### src/rtl/counter_4bit.sv
// Up/down modulo counter with synchronous active-low reset.
// Output is the count register itself; no combinational path from inputs.
module counter_4bit #(
    parameter int WIDTH       = 4,
    parameter int MODULUS     = 16,
    parameter int RESET_VALUE = 0
) (
    input  logic             clock_signal,
    input  logic             reset_signal,
    input  logic             up_down,
    output logic [WIDTH-1:0] output_wire
);

    localparam logic [WIDTH-1:0] TOP = WIDTH'(MODULUS - 1);
    localparam logic [WIDTH-1:0] RST = WIDTH'(RESET_VALUE);
    localparam logic [WIDTH-1:0] ONE = WIDTH'(1);

    generate
        if (MODULUS < 2 || MODULUS > (2 ** WIDTH)) begin : g_bad_mod
            $error("counter_4bit: MODULUS must be in 2..2**WIDTH");
        end
        if (RESET_VALUE < 0 || RESET_VALUE >= MODULUS) begin : g_bad_rst
            $error("counter_4bit: RESET_VALUE must be below MODULUS");
        end
    endgenerate

    logic [WIDTH-1:0] count_q;
    logic [WIDTH-1:0] count_d;

    // Next count: explicit wrap at both ends so a non-power-of-two
    // modulus never lets the register leave 0..MODULUS-1.
    always_comb begin
        count_d = count_q;
        unique case (1'b1)
            up_down:  count_d = (count_q == TOP) ? '0 : count_q + ONE;
            !up_down: count_d = (count_q == '0) ? TOP : count_q - ONE;
        endcase
    end

    // Count register; reset is sampled only on the rising edge.
    always_ff @(posedge clock_signal) begin
        if (!reset_signal) begin
            count_q <= RST;
        end else begin
            count_q <= count_d;
        end
    end

    assign output_wire = count_q;

endmodule

### config.mk
export PLATFORM = sky130hd
export DESIGN_NAME = counter_4bit
export DESIGN_NICKNAME = d
export VERILOG_FILES = /design/src/rtl/counter_4bit.sv
export SDC_FILE = /design/constraint.sdc
export NUM_CORES = 1
export LEC_CHECK = 0
export CORE_AREA = 2 2 39 41
export CTS_CLUSTER_SIZE = 16
export DETAILED_ROUTE_END_ITERATION = 10
export DIE_AREA = 0 0 41 43
export SLEW_MARGIN = 10
export SYNTH_ARGS = -nofsm -noshare
export SYNTH_HDL_FRONTEND = slang
export SYNTH_SLANG_ARGS = --single-unit
### constraint.sdc
create_clock -name clock_signal -period 1.2 [get_ports clock_signal]
set_input_delay 0.24 -clock clock_signal [delete_from_list [all_inputs] [get_ports clock_signal]]
set_output_delay 0.24 -clock clock_signal [all_outputs]
set_load 0.03 [all_outputs]
==> metrics.cfg, run 1 <==
[status]
result_of_the_run = complete, no violations

[global_routing]
grt_usage = 0.06520
grt_remaining_overflow = 0
grt_start_max_net_pins = 8
grt_pass1_vias = 187
antenna_found_initial = 0
grt_pass1_wl_um = 724

[logic_synthesis]
synthDistinctLibCells = 15
synth_cells = 25
synth_seq_cells = 4
summed_instance_area_of_the_synthesized_netlist_um2 = 221.5
synth_area_per_cell_um2 = 8.858
yosys_warnings = 0
netlist_top_cells_area = sky130_fd_sc_hd__dfxtp_1 (36%), sky130_fd_sc_hd__ha_1 (11%), sky130_fd_sc_hd__xnor2_1 (7.9%), sky130_fd_sc_hd__and2_1 (5.6%), sky130_fd_sc_hd__a21oi_1 (4.5%)
synth-seq-area-share = 0.3616
netlist.top_cell.by_area = sky130_fd_sc_hd__dfxtp_1
yosys.area.top_type_share = 0.3616
synth_nets = 30

[timing]
final_hold_viol_count = 0
holdWs_ns = 0.5541
max_freq_ghz = 0.8783
setup_tns_ns = 0
max-slew-margin-rel = 0.8800
final-max-slew-violation-count = 0
setup_viol = 0
clock-skew-final_ns = 0.01269
final.period_utilization = 0.9488
min_period_ns = 1.139
slew_at_the_pin_closest_to_its_max_slew_limit_ns = 0.1750
rsz0062_at_grt = no

[power]
total_power_w = 0.0005413
powerDensity_mw_per_mm2 = 1639
power_leakage_nw = 0.1394
vdd.ir_drop.worst_mv = 0.6579

[layout]
final_nets = 42
layout-drive-gt1-share = 0.2778
most-common-layout-cells = sky130_fd_sc_hd__buf_4 (5), sky130_fd_sc_hd__clkbuf_4 (3)
area_growth_pct = 49.15
finalCoreUtilization = 0.2387
insertedDiodeCount = 0
stdcell_area_um2 = 330.3
largest_register_ff_count = 4
layout_commonest_cell = sky130_fd_sc_hd__buf_4

[route]
first_pass_iters = 2
final_ant_viol_nets = 0
finalWirelength_um = 415
route.detailed.drc = 0
routed_via_density = 3.712
wire_per_inst_um = 7.981
dr_total_vias = 193
drt_iter0_markers = 2

[cts]
tritoncts_buffer_count = 3
cts.repair.resized = 0
clk_transition_reported_paths_ns = 0.05
cts_tree = done
postCtsHoldBufs = 0
clock_path_buffers = 2
cts_root_buffer = sky130_fd_sc_hd__clkbuf_4
cts_setup_buffers = 0
worst_skew_pair.late_latency_ns = 0.25
clkSinkCount = 4
htree_num_levels = 1

[worst_setup_path]
worstSetupStartpointType = flip-flop
path_class = reg2out
crit_path_frequent_cell = sky130_fd_sc_hd__buf_4
worst_setup_path_end_kind = primary output
crit_slowest_cell = sky130_fd_sc_hd__dfxtp_4
path_cells = buf_4 -> buf_4
worst-endpoint-arrival_ns = 0.90
critPathRequiredTime_ns = 0.96
path_max_fanout = 6
crit_path_max_incr_delay_ns = 0.34
worstRegToRegCells = 5

[die]
initial_standard_cell_utilization_of_the_core = 0.1600
die_w_um = 41
area_of_the_die_mm2 = 0.001763
core.rowCount = 14
die_h_um = 43
ios = 7
core_mm2 = 0.001384

[placement]
gp_routability_congestion = 0.7902
postPlaceCellArea_um2 = 304.0
port_buffers = 6

[worst_hold_path]
whs_path_depth = 2
hold_path_class = reg2reg

[run]
drv.max_cap_violation_count = 0

==> cells by family after synthesis <==
| kind of cell | Yosys count | share of synthesized area |
|---|---|---|
| buffers and inverters | 2 | 0.03391 |
| XOR/XNOR | 2 | 0.07911 |
| multiplexers | 1 | 0.04520 |
| AND/OR/NAND/NOR | 8 | 0.1808 |
| adder cells (fa/ha/maj) | 2 | 0.1130 |
| flip-flops | 4 | 0.3616 |
| AO/OA/AOI/OAI | 6 | 0.1865 |
==> power breakdown <==
group | total (W) | switching [W] | internal [W]
Sequential | 0.000184 | 0.0000290 | 0.000155
Combinational | 0.000164 | 0.0000837 | 0.0000806
Clock | 0.000193 | 0.0000677 | 0.000126
==> per-layer routing <==
| metal | global-route usage | share of wire | vias to the layer above |
|---|---|---|---|
| li1 | - | - | 107 |
| met1 | 0.06410 | 0.43 | 79 |
| met2 | 0.09375 | 0.48 | 5 |
| met3 | 0.03141 | 0.036 | 2 |
| met4 | 0.06000 | 0.041 | 0 |
| met5 | 0 | 0 | - |
==> stage by stage <==
step | setup WS, ns | std cells
finish | 0.06140 | 52
global route | 0.0002197 | 52
detailed placement | -0.1868 | 48
floorplan | 0.02837 | 25
global placement | -0.1741 | 48
CTS | 0.05490 | 52
==> area by class of cell <==
class	count	area, um^2
Inverter	2	7.507
Fill cell	148	1054
Tap cell	16	20.02
Multi-Input combinational cell	19	133.9
Sequential cell	4	85.08
Clock buffer	4	26.28
Timing Repair Buffer	7	57.56
==> final timing paths <==
kind	startpoint	endpoint	slack, ns
worst max register to register	output_wire[1]$_SDFF_PN0_	output_wire[2]$_SDFF_PN0_	0.08
worst min-delay path	output_wire[0]$_SDFF_PN0_	output_wire[0]$_SDFF_PN0_	0.55
worst min register to register	output_wire[0]$_SDFF_PN0_	output_wire[0]$_SDFF_PN0_	0.55
worst max-delay path	output_wire[0]$_SDFF_PN0_	output_wire[0]	0.06
==> critical path: cells and delay by family, from the launching register on <==
family,cells,cell delay [ns]
flops,1,0.34
buf+inv,2,0.31
==> cells in the mapped netlist, drive strengths merged <==
library cell and count:
dfxtp 4, a21oi 2, and2 2, ha 2, inv 2, nand2 2
nor2 2, xnor2 2, a31oi 1, mux2i 1, nand2b 1, nor2b 1
o21bai 1, o31a 1, o32ai 1
Note: power is estimated with default switching activity, not from simulation.
==> inputs of run 2 (changes only) <==
--- a/config.mk
+++ b/config.mk
@@ -9,6 +9,8 @@
 export CTS_CLUSTER_SIZE = 16
 export DETAILED_ROUTE_END_ITERATION = 10
 export DIE_AREA = 0 0 41 43
+export GPL_TIMING_DRIVEN = 0
+export PLACE_DENSITY = 0.33
 export SLEW_MARGIN = 10
 export SYNTH_ARGS = -nofsm -noshare
 export SYNTH_HDL_FRONTEND = slang
==> run 2 against run 1 <==
Compared with the run above: die area unchanged; via count increased by 4.1%; register-to-register slack about the same; critical path depth decreased by 1; largest power group is now registers.
==> metrics.cfg, run 2 (synthesis gave the netlist of run 1 again) <==
[route]
final_ant_viol_nets = 0
dr_total_vias = 201
first_pass_iters = 2
wire_per_inst_um = 9.135
finalWirelength_um = 475
drt_iter0_markers = 4
routed_via_density = 3.865
route.detailed.drc = 0

[cts]
htree_num_levels = 1
cts_root_buffer = sky130_fd_sc_hd__clkbuf_4
postCtsHoldBufs = 0
clk_transition_reported_paths_ns = 0.04
cts_tree = done
worst_skew_pair.late_latency_ns = 0.24
clkSinkCount = 4
tritoncts_buffer_count = 3
clock_path_buffers = 2

[layout]
largest_register_ff_count = 4
final_nets = 42
insertedDiodeCount = 0
layout-drive-gt1-share = 0.3056
layoutNonFillerInstCount = 52
sequential_cell_area_um2 = 87.58
fillers = 156
layout_commonest_cell = sky130_fd_sc_hd__clkbuf_4
multi_input_area_um2 = 136.4
area_growth_pct = 52.54

[power]
power_leakage_nw = 0.1366
cell_internal_pwr_w = 0.0003575
seqPwrFrac = 0.353
power.switching_fraction = 0.3263
netSwitchingPower_w = 0.0001731
clock_power_share = 0.347
powerDensity_mw_per_mm2 = 1571
vdd.ir_drop.worst_mv = 0.5709
power.combinational.fraction = 0.299

[placement]
placedCellCount = 47
hpwlAfterDp_um = 353.9
gp_routability_congestion = 0.7237
port_buffers = 6
preCtsSetupSlack_ns = -0.2123

[timing]
final-max-slew-violation-count = 0
max-slew-margin-rel = 0.8728
slew_at_the_pin_closest_to_its_max_slew_limit_ns = 0.1855
max_freq_ghz = 0.8699
min_period_ns = 1.150
clock-skew-final_ns = 0.006282
rsz0062_at_grt = no
final.period_utilization = 0.9580
layout_setup_ws_ns = 0.05038
setup_viol = 0
final_hold_viol_count = 0

[worst_setup_path]
timing.critical_path.max_delay_family = flip-flops
crit_path_max_incr_delay_ns = 0.37
critPathRequiredTime_ns = 0.96
worstSetupStartpointType = flip-flop
worst_setup_path_end_kind = primary output
crit_slowest_cell = sky130_fd_sc_hd__dfxtp_4
worst-endpoint-arrival_ns = 0.91
path_class = reg2out
path_cells = clkdlybuf4s15_2
path_max_fanout = 7
buffers_plus_inverters_on_the_worst_setup_path = 1

[die]
area_of_the_die_mm2 = 0.001763
ios = 7
core.rowCount = 14
die_w_um = 41
die_h_um = 43
core_mm2 = 0.001384
initial_standard_cell_utilization_of_the_core = 0.1600

[global_routing]
grt_remaining_overflow = 0
grt_usage = 0.07229
grt_pass1_wl_um = 772
antenna_found_initial = 0
grt_start_max_net_pins = 9
grt_pass1_vias = 174

[worst_hold_path]
hold_path_class = reg2reg

[run]
drv.max_cap_violation_count = 0

[status]
result_of_the_run = complete, no violations

==> run 2: changes by cell type in the layout (fill, tap and decap cells not counted) <==
cell	previous run	this run
sky130_fd_sc_hd__ha_2	0	1
sky130_fd_sc_hd__dfxtp_4	1	2
sky130_fd_sc_hd__clkdlybuf4s15_2	0	2
sky130_fd_sc_hd__buf_4	5	1
sky130_fd_sc_hd__dfxtp_2	1	0
sky130_fd_sc_hd__ha_1	2	1
sky130_fd_sc_hd__buf_2	0	2
==> run 2: final cells by class <==
type / count / share of cell area
clock buffers: 4 / 0.07778
multi-input cells: 19 / 0.4037
inverters: 2 / 0.02222
well taps: 16 / 0.05926
repair buffers: 7 / 0.1778
flip-flops and latches: 4 / 0.2593
==> run 2: worst register-to-register path, stage by stage, from the launching register on <==
cell and delay (ns):
sky130_fd_sc_hd__dfxtp_4 0.37, sky130_fd_sc_hd__inv_1 0.05, sky130_fd_sc_hd__ha_2 0.18, sky130_fd_sc_hd__mux2i_1 0.17
sky130_fd_sc_hd__xnor2_1 0.08, sky130_fd_sc_hd__and2_1 0.15
==> run 2: final timing paths <==
check / startpoint / slack, ns / endpoint / depth (start not counted)
setup / recovery: output_wire[1]$_SDFF_PN0_ / 0.05 / output_wire[1] / 1
hold / removal: output_wire[0]$_SDFF_PN0_ / 0.46 / output_wire[0]$_SDFF_PN0_ / 1
setup reg to reg: output_wire[0]$_SDFF_PN0_ / 0.09 / output_wire[2]$_SDFF_PN0_ / 5
hold reg to reg: output_wire[0]$_SDFF_PN0_ / 0.46 / output_wire[0]$_SDFF_PN0_ / 1
==> run 2: timing repair <==
action / 4_1_cts / 5_1_grt
buffers inserted: 0 / 1
setup endpoints to repair: 4 / 4
resized for setup: 12 / 6
cloned: 0 / 0
==> run 2: through the flow <==
stage	hold WS (ns)	utilization	setup TNS [ns]	power (W)	instance area, um^2
2_1_floorplan	0.3616	-	0	0.0002942	226.5
5_1_grt	0.4800	0.2441	0	0.0005707	337.8
3_3_place_gp	0.4639	0.2215	-0.6574	0.0003567	306.5
3_5_place_dp	0.4698	0.2215	-0.6732	0.0003589	306.5
4_1_cts	0.4763	0.2441	-0.05460	0.0005486	337.8
6_report	0.4551	0.2441	0	0.0005306	337.8
==> run 2: per-layer routing <==
layer,GRT usage,vias up,share of wire
met1,0.08360,88,0.50
li1,-,108,-
met3,0.07853,0,0.072
met2,0.08750,5,0.43
met4,0.02000,0,0
met5,0,-,0
==> run 2: power groups by stage <==
stage	clock (W)	sequential (W)	combinational, W
floorplan	0	0.000223	0.0000711
global placement	0	0.000189	0.000167
detailed placement	0	0.000191	0.000167
CTS	0.000197	0.000189	0.000162
global route	0.000204	0.000193	0.000174
finish	0.000184	0.000187	0.000159
